**src/rtl/calc1_pkg.sv**
```systemverilog
// Shared definitions for the calc1 port driver: widths, command and
// response codes, and the driver state encoding.
package calc1_pkg;

  localparam int DATA_W = 32;
  localparam int CMD_W  = 4;
  localparam int RESP_W = 2;

  localparam logic [3:0] CMD_NOP = 4'd0;
  localparam logic [3:0] CMD_ADD = 4'd1;
  localparam logic [3:0] CMD_SUB = 4'd2;
  localparam logic [3:0] CMD_SHL = 4'd5;
  localparam logic [3:0] CMD_SHR = 4'd6;

  localparam logic [1:0] RESP_NONE = 2'd0;
  localparam logic [1:0] RESP_OK   = 2'd1;
  localparam logic [1:0] RESP_ERR  = 2'd2;
  localparam logic [1:0] RESP_IERR = 2'd3;

  typedef enum logic [2:0] {
    ST_IDLE   = 3'd0,
    ST_ISSUE1 = 3'd1,
    ST_ISSUE2 = 3'd2,
    ST_WAIT   = 3'd3,
    ST_HOLD   = 3'd4
  } state_e;

endpackage

```
**src/rtl/calc1_wait_timer.sv**
```systemverilog
// Saturating wait timer. done is high during the TIMEOUT_CYC-th enabled
// cycle after a clear, so the driver leaves WAIT on exactly that edge.
module calc1_wait_timer #(
  parameter int TIMEOUT_CYC = 64
) (
  input  logic clk,
  input  logic rst_n,
  input  logic clear,
  input  logic enable,
  output logic done
);

  localparam int CNT_W = $clog2(TIMEOUT_CYC + 1);
  localparam logic [CNT_W-1:0] CNT_LAST = CNT_W'(TIMEOUT_CYC - 1);
  localparam logic [CNT_W-1:0] CNT_MAX  = CNT_W'(TIMEOUT_CYC);

  logic [CNT_W-1:0] count_r;

  // Count enabled cycles since the last clear, holding at CNT_MAX.
  always_ff @(posedge clk or negedge rst_n) begin
    if (!rst_n) begin
      count_r <= '0;
    end else if (clear) begin
      count_r <= '0;
    end else if (enable && (count_r != CNT_MAX)) begin
      count_r <= count_r + CNT_W'(1);
    end else begin
      count_r <= count_r;
    end
  end

  assign done = enable && (count_r >= CNT_LAST);

endmodule

```
**src/rtl/calc1_port_driver.sv**
```systemverilog
// Upstream request driver for one calc1 port: takes a whole operation,
// serialises it into the two-cycle calc1 request, waits for the response
// (or a timeout) and presents the result on a valid/ready interface.
module calc1_port_driver
  import calc1_pkg::*;
#(
  parameter int DATA_W      = calc1_pkg::DATA_W,
  parameter int CMD_W       = calc1_pkg::CMD_W,
  parameter int RESP_W      = calc1_pkg::RESP_W,
  parameter int TIMEOUT_CYC = 64
) (
  input  logic              c_clk,
  input  logic              reset_n,
  input  logic              op_valid,
  output logic              op_ready,
  input  logic [CMD_W-1:0]  op_cmd,
  input  logic [DATA_W-1:0] op_data1,
  input  logic [DATA_W-1:0] op_data2,
  output logic              rsp_valid,
  input  logic              rsp_ready,
  output logic [RESP_W-1:0] rsp_code,
  output logic [DATA_W-1:0] rsp_data,
  output logic              rsp_timeout,
  output logic [CMD_W-1:0]  req_cmd_out,
  output logic [DATA_W-1:0] req_data_out,
  input  logic [RESP_W-1:0] out_resp,
  input  logic [DATA_W-1:0] out_data,
  output logic              spurious
);

  state_e              state_r;
  logic                op_ready_r;
  logic                rsp_valid_r;
  logic [RESP_W-1:0]   rsp_code_r;
  logic [DATA_W-1:0]   rsp_data_r;
  logic                rsp_timeout_r;
  logic [CMD_W-1:0]    req_cmd_r;
  logic [DATA_W-1:0]   req_data_r;
  logic [DATA_W-1:0]   data2_r;
  logic                spurious_r;
  logic                timer_clear_s;
  logic                timer_enable_s;
  logic                timer_done_s;
  logic                resp_seen_s;

  assign timer_clear_s  = (state_r == ST_ISSUE2);
  assign timer_enable_s = (state_r == ST_WAIT);
  assign resp_seen_s    = (out_resp != '0);

  calc1_wait_timer #(
    .TIMEOUT_CYC (TIMEOUT_CYC)
  ) u_wait_timer (
    .clk    (c_clk),
    .rst_n  (reset_n),
    .clear  (timer_clear_s),
    .enable (timer_enable_s),
    .done   (timer_done_s)
  );

  // Operation sequencer; every output is set on the edge that enters a state.
  always_ff @(posedge c_clk or negedge reset_n) begin
    if (!reset_n) begin
      state_r       <= ST_IDLE;
      op_ready_r    <= 1'b1;
      rsp_valid_r   <= 1'b0;
      rsp_code_r    <= '0;
      rsp_data_r    <= '0;
      rsp_timeout_r <= 1'b0;
      req_cmd_r     <= '0;
      req_data_r    <= '0;
      data2_r       <= '0;
      spurious_r    <= 1'b0;
    end else begin
      // A response outside WAIT is dropped but remembered until reset.
      if (resp_seen_s && (state_r != ST_WAIT)) begin
        spurious_r <= 1'b1;
      end
      case (state_r)
        ST_IDLE: begin
          if (op_valid) begin
            op_ready_r <= 1'b0;
            if (op_cmd != '0) begin
              req_cmd_r  <= op_cmd;
              req_data_r <= op_data1;
              data2_r    <= op_data2;
              state_r    <= ST_ISSUE1;
            end else begin
              // NOP is rejected locally; calc1 never sees it.
              rsp_valid_r   <= 1'b1;
              rsp_code_r    <= RESP_W'(RESP_ERR);
              rsp_data_r    <= '0;
              rsp_timeout_r <= 1'b0;
              state_r       <= ST_HOLD;
            end
          end
        end
        ST_ISSUE1: begin
          req_cmd_r  <= '0;
          req_data_r <= data2_r;
          state_r    <= ST_ISSUE2;
        end
        ST_ISSUE2: begin
          req_data_r <= '0;
          state_r    <= ST_WAIT;
        end
        ST_WAIT: begin
          // A response on the timeout cycle takes priority over the timeout.
          if (resp_seen_s) begin
            rsp_valid_r   <= 1'b1;
            rsp_code_r    <= out_resp;
            rsp_data_r    <= out_data;
            rsp_timeout_r <= 1'b0;
            state_r       <= ST_HOLD;
          end else if (timer_done_s) begin
            rsp_valid_r   <= 1'b1;
            rsp_code_r    <= RESP_W'(RESP_NONE);
            rsp_data_r    <= '0;
            rsp_timeout_r <= 1'b1;
            state_r       <= ST_HOLD;
          end
        end
        ST_HOLD: begin
          if (rsp_ready) begin
            rsp_valid_r   <= 1'b0;
            rsp_code_r    <= '0;
            rsp_data_r    <= '0;
            rsp_timeout_r <= 1'b0;
            op_ready_r    <= 1'b1;
            state_r       <= ST_IDLE;
          end
        end
        default: begin
          state_r       <= ST_IDLE;
          op_ready_r    <= 1'b1;
          rsp_valid_r   <= 1'b0;
          rsp_code_r    <= '0;
          rsp_data_r    <= '0;
          rsp_timeout_r <= 1'b0;
          req_cmd_r     <= '0;
          req_data_r    <= '0;
        end
      endcase
    end
  end

  assign op_ready     = op_ready_r;
  assign rsp_valid    = rsp_valid_r;
  assign rsp_code     = rsp_code_r;
  assign rsp_data     = rsp_data_r;
  assign rsp_timeout  = rsp_timeout_r;
  assign req_cmd_out  = req_cmd_r;
  assign req_data_out = req_data_r;
  assign spurious     = spurious_r;

endmodule
```
**config.mk**
```make
export PLATFORM = sky130hd
export DESIGN_NAME = calc1_port_driver
export DESIGN_NICKNAME = d
export VERILOG_FILES = /design/src/rtl/calc1_pkg.sv /design/src/rtl/calc1_wait_timer.sv /design/src/rtl/calc1_port_driver.sv
export SDC_FILE = /design/constraint.sdc
export NUM_CORES = 1
export LEC_CHECK = 0
export CAP_MARGIN = 30
export CORE_MARGIN = 2
export CORE_UTILIZATION = 41
export DETAILED_ROUTE_END_ITERATION = 7
export PLACE_DENSITY = 0.79
export SLEW_MARGIN = 10
export SYNTH_ARGS = -nofsm -noshare
export SYNTH_HDL_FRONTEND = slang
export SYNTH_SLANG_ARGS = --single-unit
```
**constraint.sdc**
```tcl
create_clock -name c_clk -period 1.9 [get_ports c_clk]
set_input_delay 0.38 -clock c_clk [delete_from_list [all_inputs] [get_ports c_clk]]
set_output_delay 0.38 -clock c_clk [all_outputs]
set_load 0.01 [all_outputs]
```
==> out/results.tsv, run 1 <==
stage	metric	value	unit
placed_design	Placed Cells	719	
sta	Slew Viols, Final	0	
sta	post-layout min period	1.88	ns
drt	Antenna Nets Post-Route	0	
drt	DR top layer	met4	
die	placement row count	40	
synthesis	synth top area cells	dfrtp_1 57%, mux2_4 8.9%, a22o_1 5.7%	
clock_network	CTS H-tree lvls	4	
worst_setup_path	crit path capture type	register	
worst_setup_path	FF-to-FF Start	state_r[0]	
synthesis	synthesized area	5050	µm²
synthesis	synthesized instance count	399	
worst_setup_path	R2R depth	4	
placed_design	PortBufs	179	
worst_setup_path	worst-path fanout max	33	
global_route	vias in the first global route	4189	
die	chip width	115	µm
finish	commonest cells after routing, fill and taps aside	178 x clkdlybuf4s50_1, 115 x dfrtp_1, 40 x a21oi_1, 33 x a22o_1, 33 x a31oi_1	
sta	slew margin rel.	0.562	
drt	DR vias	4191	
sta	final clock skew	0.00719	ns
synthesis	Async S/R FF share, synth	1.00	
synthesis	sequential fraction of the synthesis area	0.575	
worst_setup_path	worst setup path category	input pin to register	
finish	most common cell after layout, fill and taps aside	clkdlybuf4s50_1	
global_route	GRT Resource Usage Total	0.202	
synthesis	leading area contributor after synthesis	dfrtp_1	
drt	Vias/cell	5.57	
drt	met2 wire len	6.51	mm
clock_network	CTS root buffer	clkbuf_16	
synthesis	number of synthesized register bits	116	
worst_setup_path	WP data required	2.17	ns
die	Die ar.	13200	µm²
sta	fmax	531	MHz
sta	RSZ-0062 raised after global routing	false	
clock_network	CTS tree	done	
finish	share of cells above drive strength 1	0.174	
clock_network	CTS sink count	116	
global_route	first-pass GRT wire length	20.8	mm
die	Die Span Y	115	µm
synthesis	ys flop type	dfrtp_1	
synthesis	syn_nets	507	
die	CORE AREA	12000	µm²
finish	Diodes inserted	0	
finish	Fillers	913	
sta	period utilization	0.990	
power	leakage power	3.29	nW
sta	Hold Vio Cnt, Final	0	
global_route	largest net degree at the start of global routing	65	
worst_setup_path	R2R setup slack	0.07	ns
synthesis	Yosys cell types	43	
power	overall power	13.0	mW
drt	Initial DRT Pass Iterations	5	
synthesis	Syn Area/Cell	12.7	µm²
drt	Post-route DRC	0	
global_route	initial antenna violation count	0	
run_status	status	complete, no violations	
placed_design	GPL Wtd Cong	0.776	
synthesis	synth warn	0	
power	Worst VDD drop	0.854	mV
clock_network	CTS Buffer Depth	2	
clock_network	CTS buffer count	17	
worst_setup_path	worst r2r dst	data2_r[30]	
sta	Hold Slack	0.436	ns
drt	First DRT Iteration DRCs	233	
finish	post-route insts no fill	752	
min_path	Hold Path Class	input pin to async pin	
job	Max-Cap Viols	0	
synthesis	top-area cell type share of the netlist area	0.570	
worst_setup_path	crit path DAT	2.16	ns
sta	final setup violation count	0	
drt	met3 WL	974	µm
finish	Post-layout nets	702	
synthesis	Post-synth EDFFs	0	
power	pwr dens	1680	nW/µm²
finish	Area Overhead vs Synth	52.6	%
drt	Post-Route WL	13.5	mm
die	num ports	180	
drt	WL/cell	17.9	µm
global_route	remaining global-route overflow	0	
clock_network	Clock Latency Late Sink	0.40	ns
placed_design	Detail Placement HPWL	9.00	mm
drt	metal1 wirelength	5.81	mm
sta	worst-margin pin slew	0.657	ns
worst_setup_path	crit start category	input pin	
clock_network	clock-pin slew on the worst setup and hold paths	0.05	ns
die	initial core utilization	0.421	
==> state kept, by name (all words and copies together), names as in the netlist <==
signal,count
data2_r,32
req_data_out,32
rsp_data,32
u_wait_timer.count_r,7
req_cmd_out,4
state_r,3
rsp_code,2
op_ready,1
rsp_timeout,1
rsp_valid,1
spurious,1
==> worst max path at each step <==
stage                         start      endpoint  slack (ns)  cells past startpoint
after global routing       op_ready      op_ready       0.005                      1
after global placement    op_cmd[2]    data2_r[5]       -0.36                      4
after CTS                 op_cmd[2]  rsp_data[10]        0.03                      6
after floorplan           op_cmd[2]    data2_r[0]        0.11                      5
after detailed placement  op_cmd[2]   data2_r[15]       -0.39                      4
final                     op_cmd[2]  rsp_data[10]        0.02                      6
==> stage by stage <==
stage          cell area (µm²)  TNS [ns]   util  setup WS, ns
3_5_place_dp              7110    -26.64  0.592        -0.392
3_3_place_gp              7090    -25.80  0.590        -0.359
6_report                  7710         0  0.642        0.0183
4_1_cts                   7700         0  0.641        0.0255
5_1_grt                   7710         0  0.642       0.00474
2_1_floorplan             5050         0      -         0.110
==> worst max-delay path, cell delays in order <==
cell and delay [ns]:
clkdlybuf4s50_1 0.42, or4_4 0.60, o21ai_4 0.22, o211ai_4 0.12, buf_12 0.20, a22o_1 0.20
==> cells by family (layout without fill, tap and decap cells) <==
| logic type | after synthesis | after routing | synth area share |
|---|---|---|---|
| adder cells (fa/ha/maj) | 2 | 2 | 0.00495 |
| flip-flops | 116 | 116 | 0.575 |
| AO/OA/AOI/OAI | 160 | 160 | 0.221 |
| buffers and inverters | 38 | 243 | 0.0471 |
| XOR/XNOR | 1 | 1 | 0.00173 |
| multiplexers | 36 | 36 | 0.102 |
| AND/OR/NAND/NOR | 46 | 47 | 0.0490 |
==> area by class of cell <==
cell class / instances / area (µm²) / share of cell area
inverter: 4 / 15.0 / 0.00195
clock buffer: 22 / 484 / 0.0628
tap: 147 / 184 / 0.0239
multi-input combinational: 246 / 1940 / 0.252
clock inverter: 8 / 77.6 / 0.0101
sequential: 116 / 2900 / 0.377
timing repair buffer: 209 / 2100 / 0.272
==> routing by layer <==
layer,GRT usage,vias up
li1,-,1917
met1,0.263,2048
met2,0.332,207
met3,0.0459,19
met4,0.0731,0
met5,0,-
==> synth_stat cells (2+ instances only) <==
library cell and instances:
dfrtp_1 115, a21oi_1 40, a22o_1 33, a31oi_1 33, a22oi_1 32, mux2_4 30, buf_2 13, nand2_1 11
clkbuf_1 10, nor2_1 8, o21ai_0 8, nand3_1 7, a32o_1 6, buf_1 4, buf_6 4, inv_1 4
mux2i_1 4, nor3_1 4, buf_12 3, and3_1 2, ha_1 2, mux2_2 2, nand2b_1 2, nor4_1 2
or2_2 2
==> where the power goes <==
part	total, mW	internal [mW]	leakage (nW)	switching, mW
clock network	2.97	1.91	0.262	1.06
registers	4.22	3.57	1.45	0.655
logic	5.79	3.17	1.58	2.62
==> what timing repair did <==
item / 4_1_cts / 5_1_grt
setup endpoints to repair: 32 / 22
pin swaps: 1 / 1
resized for setup: 1 / 1
hold endpoints to repair: 22 / 0
setup buffers: 0 / 1
hold buffers: 1 / 0
cloned: 1 / 0
Note: power is estimated with default switching activity, not from simulation.
==> run 2, diff against run 1 <==
--- a/config.mk
+++ b/config.mk
@@ -6,8 +6,10 @@
 export NUM_CORES = 1
 export LEC_CHECK = 0
 export CAP_MARGIN = 30
+export CELL_PAD_IN_SITES_DETAIL_PLACEMENT = 0
+export CELL_PAD_IN_SITES_GLOBAL_PLACEMENT = 2
 export CORE_MARGIN = 2
-export CORE_UTILIZATION = 41
+export CORE_UTILIZATION = 26
 export DETAILED_ROUTE_END_ITERATION = 7
 export PLACE_DENSITY = 0.79
 export SLEW_MARGIN = 10
==> out/results.tsv, run 2 (synthesized netlist as in run 1, its figures left out) <==
stage	metric	value	unit	change
worst_setup_path	crit path DAT	2.13	ns	-0.03 ns
clock_network	CTS root buffer	clkbuf_16		
clock_network	CTS Buffer Depth	2		unchanged
global_route	remaining global-route overflow	0		unchanged
drt	Post-route DRC	0		unchanged
clock_network	Clock Latency Late Sink	0.41	ns	about the same
worst_setup_path	FF-to-FF Start	state_r[1]		
drt	DR vias	4187		-0.095%
finish	commonest cells after routing, fill and taps aside	175 x clkdlybuf4s50_1, 112 x dfrtp_1, 40 x a21oi_1		
min_path	hold path cells	2		
placed_design	DP Area	7310	µm²	+2.8%
worst_setup_path	worst setup path category	input pin to register		
min_path	hold endpoint	req_cmd_out[1]		
drt	WL/cell	17.1	µm	-4.5%
drt	DR top layer	met4		
die	Die Span Y	143	µm	+25%
drt	met3 WL	1.14	mm	+17%
placed_design	PortBufs	179		unchanged
sta	RSZ-0062 raised after global routing	false		
global_route	first-pass GRT wire length	22.4	mm	+7.5%
job	Max-Cap Viols	0		unchanged
power	pwr dens	1680	nW/µm²	-0.36%
global_route	largest net degree at the start of global routing	65		unchanged
power	Worst VDD drop	0.784	mV	-8.3%
finish	Area Overhead vs Synth	58.9	%	
clock_network	CTS buffer count	17		unchanged
finish	final instance area	8030	µm²	+4.2%
finish	Post-layout nets	714		+1.7%
worst_setup_path	Slowest-stage cell, CP	or4_4		
clock_network	CTS H-tree lvls	4		unchanged
worst_setup_path	crit path capture type	register		
die	placement row count	50		+25%
sta	fmax	543	MHz	+2.2%
die	initial core utilization	0.267		-0.153
worst_setup_path	WP data required	2.19	ns	+0.02 ns
sta	worst-margin pin slew	0.638	ns	-0.0193 ns
power	overall power	13.5	mW	+3.8%
worst_setup_path	R2R depth	6		+2
die	num ports	180		unchanged
run_status	status	complete, no violations		
worst_setup_path	CP top delay family	buffers and inverters		
die	Die ar.	20600	µm²	+55%
worst_setup_path	CP Depth	6		unchanged
drt	metal1 wirelength	6.73	mm	+16%
min_path	Hold Path Class	input pin to register		
die	chip width	143	µm	+25%
global_route	initial antenna violation count	0		unchanged
clock_network	CTS tree	done		
drt	Antenna Nets Post-Route	0		unchanged
sta	final setup violation count	0		unchanged
finish	Diodes inserted	0		unchanged
sta	final clock skew	0.00729	ns	+0.000103 ns
worst_setup_path	crit start category	input pin		
drt	Vias/cell	4.78		-14%
sta	Hold Vio Cnt, Final	0		unchanged
sta	slew margin rel.	0.575		+0.0129
worst_setup_path	max incr delay on CP	0.53	ns	-0.07 ns
worst_setup_path	worst-path fanout max	16		-52%
worst_setup_path	crit path cell chain	clkdlybuf4s50_1 > or4_4 > o21ai_4 > o211ai_4 > clkbuf_16 > a22o_1		
placed_design	GPL Wtd Cong	0.839		+8.2%
power	leakage power	3.42	nW	+4.1%
global_route	GRT Resource Usage Total	0.143		-0.0591
die	CORE AREA	18900	µm²	+57%
finish	share of cells above drive strength 1	0.195		+0.0213
finish	most common cell after layout, fill and taps aside	clkdlybuf4s50_1		
drt	met2 wire len	6.91	mm	+6.1%
sta	Slew Viols, Final	0		unchanged
clock_network	CTS sink count	116		unchanged
global_route	vias in the first global route	4328		+3.3%
sta	period utilization	0.969		-0.0216
worst_setup_path	worst r2r dst	rsp_data[4]		
drt	Initial DRT Pass Iterations	8		+3
drt	Post-Route WL	15.0	mm	+11%
worst_setup_path	R2R setup slack	0.09	ns	+0.02 ns
placed_design	Detail Placement HPWL	10.3	mm	+15%
sta	post-layout min period	1.84	ns	-0.0411 ns
worst_setup_path	Critical path buffers and inverters	2		unchanged
clock_network	clock-pin slew on the worst setup and hold paths	0.05	ns	about the same
min_path	min-delay src	op_cmd[1]		
drt	First DRT Iteration DRCs	171		-27%
[run 2: worst max path at each step]
stage | slack [ns] | startpoint | endpoint
floorplan | 0.11 | op_cmd[2] | data2_r[0]
global placement | -0.34 | op_cmd[2] | rsp_data[22]
detailed placement | -0.41 | op_cmd[2] | rsp_data[28]
CTS | 0.0009 | op_ready | op_ready
global route | 0.004 | state_r[1] | rsp_data[4]
finish | 0.06 | op_cmd[0] | rsp_data[4]
[run 2: routing by layer]
layer,GRT usage,vias up
met4,0.0444,0
met2,0.223,177
met3,0.0540,14
met5,0,-
li1,-,1938
met1,0.183,2058
[run 2: stage by stage]
step | hold WS [ns] | worst slack, ns | util | instances | setup TNS (ns)
3_3_place_gp | 0.362 | -0.343 | 0.386 | 840 | -27.28
4_1_cts | 0.474 | 0.000920 | 0.420 | 872 | 0
3_5_place_dp | 0.373 | -0.407 | 0.387 | 841 | -30.68
2_1_floorplan | 0.0844 | 0.110 | - | 399 | 0
6_report | 0.313 | 0.0594 | 0.425 | 876 | 0
5_1_grt | 0.320 | 0.00376 | 0.425 | 876 | 0
[run 2: final cells by class]
class	instances	area (µm²)
inverter	4	15.0
clock inverter	3	65.1
clock buffer	26	539
multi-input combinational	245	1940
timing repair buffer	222	2230
tap	260	325
fill	1758	10900
sequential	116	2910
[run 2: power by group]
part,internal [mW],switching (mW)
Combinational,3.33,2.69
Sequential,3.57,0.640
Clock,2.19,1.06
[run 2: worst register-to-register path: stages (launching register included)]
cell	delay, ns
dfrtp_1	0.38
buf_4	0.17
and3b_2	0.25
o211ai_1	0.23
o211ai_4	0.24
clkbuf_16	0.24
a22o_1	0.19
[run 2: repair_timing]
action | in CTS | in global routing
endpoints found under the setup margin | 32 | 38
gates cloned | 0 | 2
gates resized for setup | 0 | 11
hold endpoints to repair | 29 | 0
buffers inserted | 1 | 2
hold buffers | 1 | 0
pin swaps | 1 | 1
==> edit: new RTL, settings of run 1 <==
The package constant `CMD_W` goes from 4 to 6.
--- a/src/rtl/calc1_pkg.sv
+++ b/src/rtl/calc1_pkg.sv
@@ -3,7 +3,7 @@
 package calc1_pkg;
 
   localparam int DATA_W = 32;
-  localparam int CMD_W  = 4;
+  localparam int CMD_W  = 6;
   localparam int RESP_W = 2;
 
   localparam logic [3:0] CMD_NOP = 4'd0;
Ports: changed (resized op_cmd and req_cmd_out); port bits go from 180 to 184. No check against the original RTL was run, so the function may have changed too.
==> edit against run 1 <==
- final area up 2.6%
- wire length down 5.3%
- synthesized area up 0.84%
- register-to-register slack better by 0.08 ns
- non-clock buffer count up 4
- sequential cell count up 2
- final cell count up 0.66%
- worst setup slack better by 0.074 ns
- power up 3.7%
- largest cell class unchanged
==> edit: results (changes against run 1) <==
dp_cells: 722  # +0.42%
cpPeakStageDelay_ns: 0.46  # -0.14 ns
post_dp_cell_area_sq_um: 7280  # +2.3%
fin_cells: 757  # +0.66%
grt_max_degree: 35  # -46%
gp_congestion: 0.826  # +6.5%
met1_usage: 0.241  # -0.0215
grt_pass1_wl_um: 20200  # -3.1%
r2r-end: "req_data_out[20]$_DFFE_PN0P_"
ys_seq_area_frac: 0.580  # +0.00502
critical_path_arrival_ns: 2.09  # -0.07 ns
grt.total_usage: 0.197  # -0.00455
netlist_instances: 367  # -8.0%
min_path_type: "input pin to flop"
synth_compound_area_frac: 0.153  # -0.0677
final_nets: 686  # -2.3%
peakVddDrop_uv: 740  # -13%
met3WireLength_um: 960  # -1.4%
synthMuxAreaShare: 0.157  # +0.0559
layout-drive-gt1-share: 0.238  # +0.0641
outcome: "finished, final reports clean"
place_ws_ns: -0.364  # +0.0274 ns
routed_wl_um: 12800  # -5.3%
use_met3: 0.0633  # +0.0174
cts.repair.resized: 2  # +1
synthTopCellsByCount: "dfrtp_1, a22o_1, mux2_2"
crit_fanout: 17  # -48%
edit: cell count changes in the layout (fill, tap and decap cells not counted), moves of 8 or more:
cell / before / now
a31oi_1: 33 / 1
mux2_4: 30 / 0
inv_1: 4 / 12
a21oi_1: 40 / 6
mux2_2: 2 / 64
a22o_1: 33 / 66
a22oi_1: 32 / 0
edit: cells by family (layout without fill, tap and decap cells):
| logic type | count (synthesis) | count (layout) |
|---|---|---|
| adders and majority gates | 2 | 2 |
| AOI/OAI and AO/OA | 90 | 90 |
| and+or+nand+nor | 49 | 49 |
| DFF | 118 | 118 |
| xor gates and xnor gates | 1 | 1 |
| muxes | 72 | 72 |
| buffers and inverters | 35 | 257 |
edit: how the worst max path moves through the flow:
stage,startpoint,slack (ns),endpoint,cells after the start
6_report,op_cmd[3],0.09,req_data_out[20]$_DFFE_PN0P_,6
4_1_cts,op_cmd[4],0.05,req_data_out[20]$_DFFE_PN0P_,6
2_1_floorplan,op_cmd[4],0.25,req_data_out[21]$_DFFE_PN0P_,5
5_1_grt,state_r[2]$_DFFE_PN0P_,0.02,req_data_out[20]$_DFFE_PN0P_,6
3_5_place_dp,op_cmd[4],-0.36,req_data_out[13]$_DFFE_PN0P_,6
3_3_place_gp,op_cmd[4],-0.31,req_data_out[20]$_DFFE_PN0P_,6
edit: report_power, final:
part           total [W]  switching, W  internal (W)  leakage, nW
Sequential       0.00424      0.000618       0.00362         1.50
Clock            0.00318       0.00117       0.00201        0.287
Combinational    0.00603       0.00251       0.00353         1.72
Total             0.0135       0.00429       0.00916         3.50
edit: cell type report:
class,count,area [sq um]
clock buffer,19,453
tap,168,210
multi-input combinational,214,1930
fill,902,4150
sequential,118,2950
inverter,12,45.0
timing repair buffer,213,2170
clock inverter,13,145
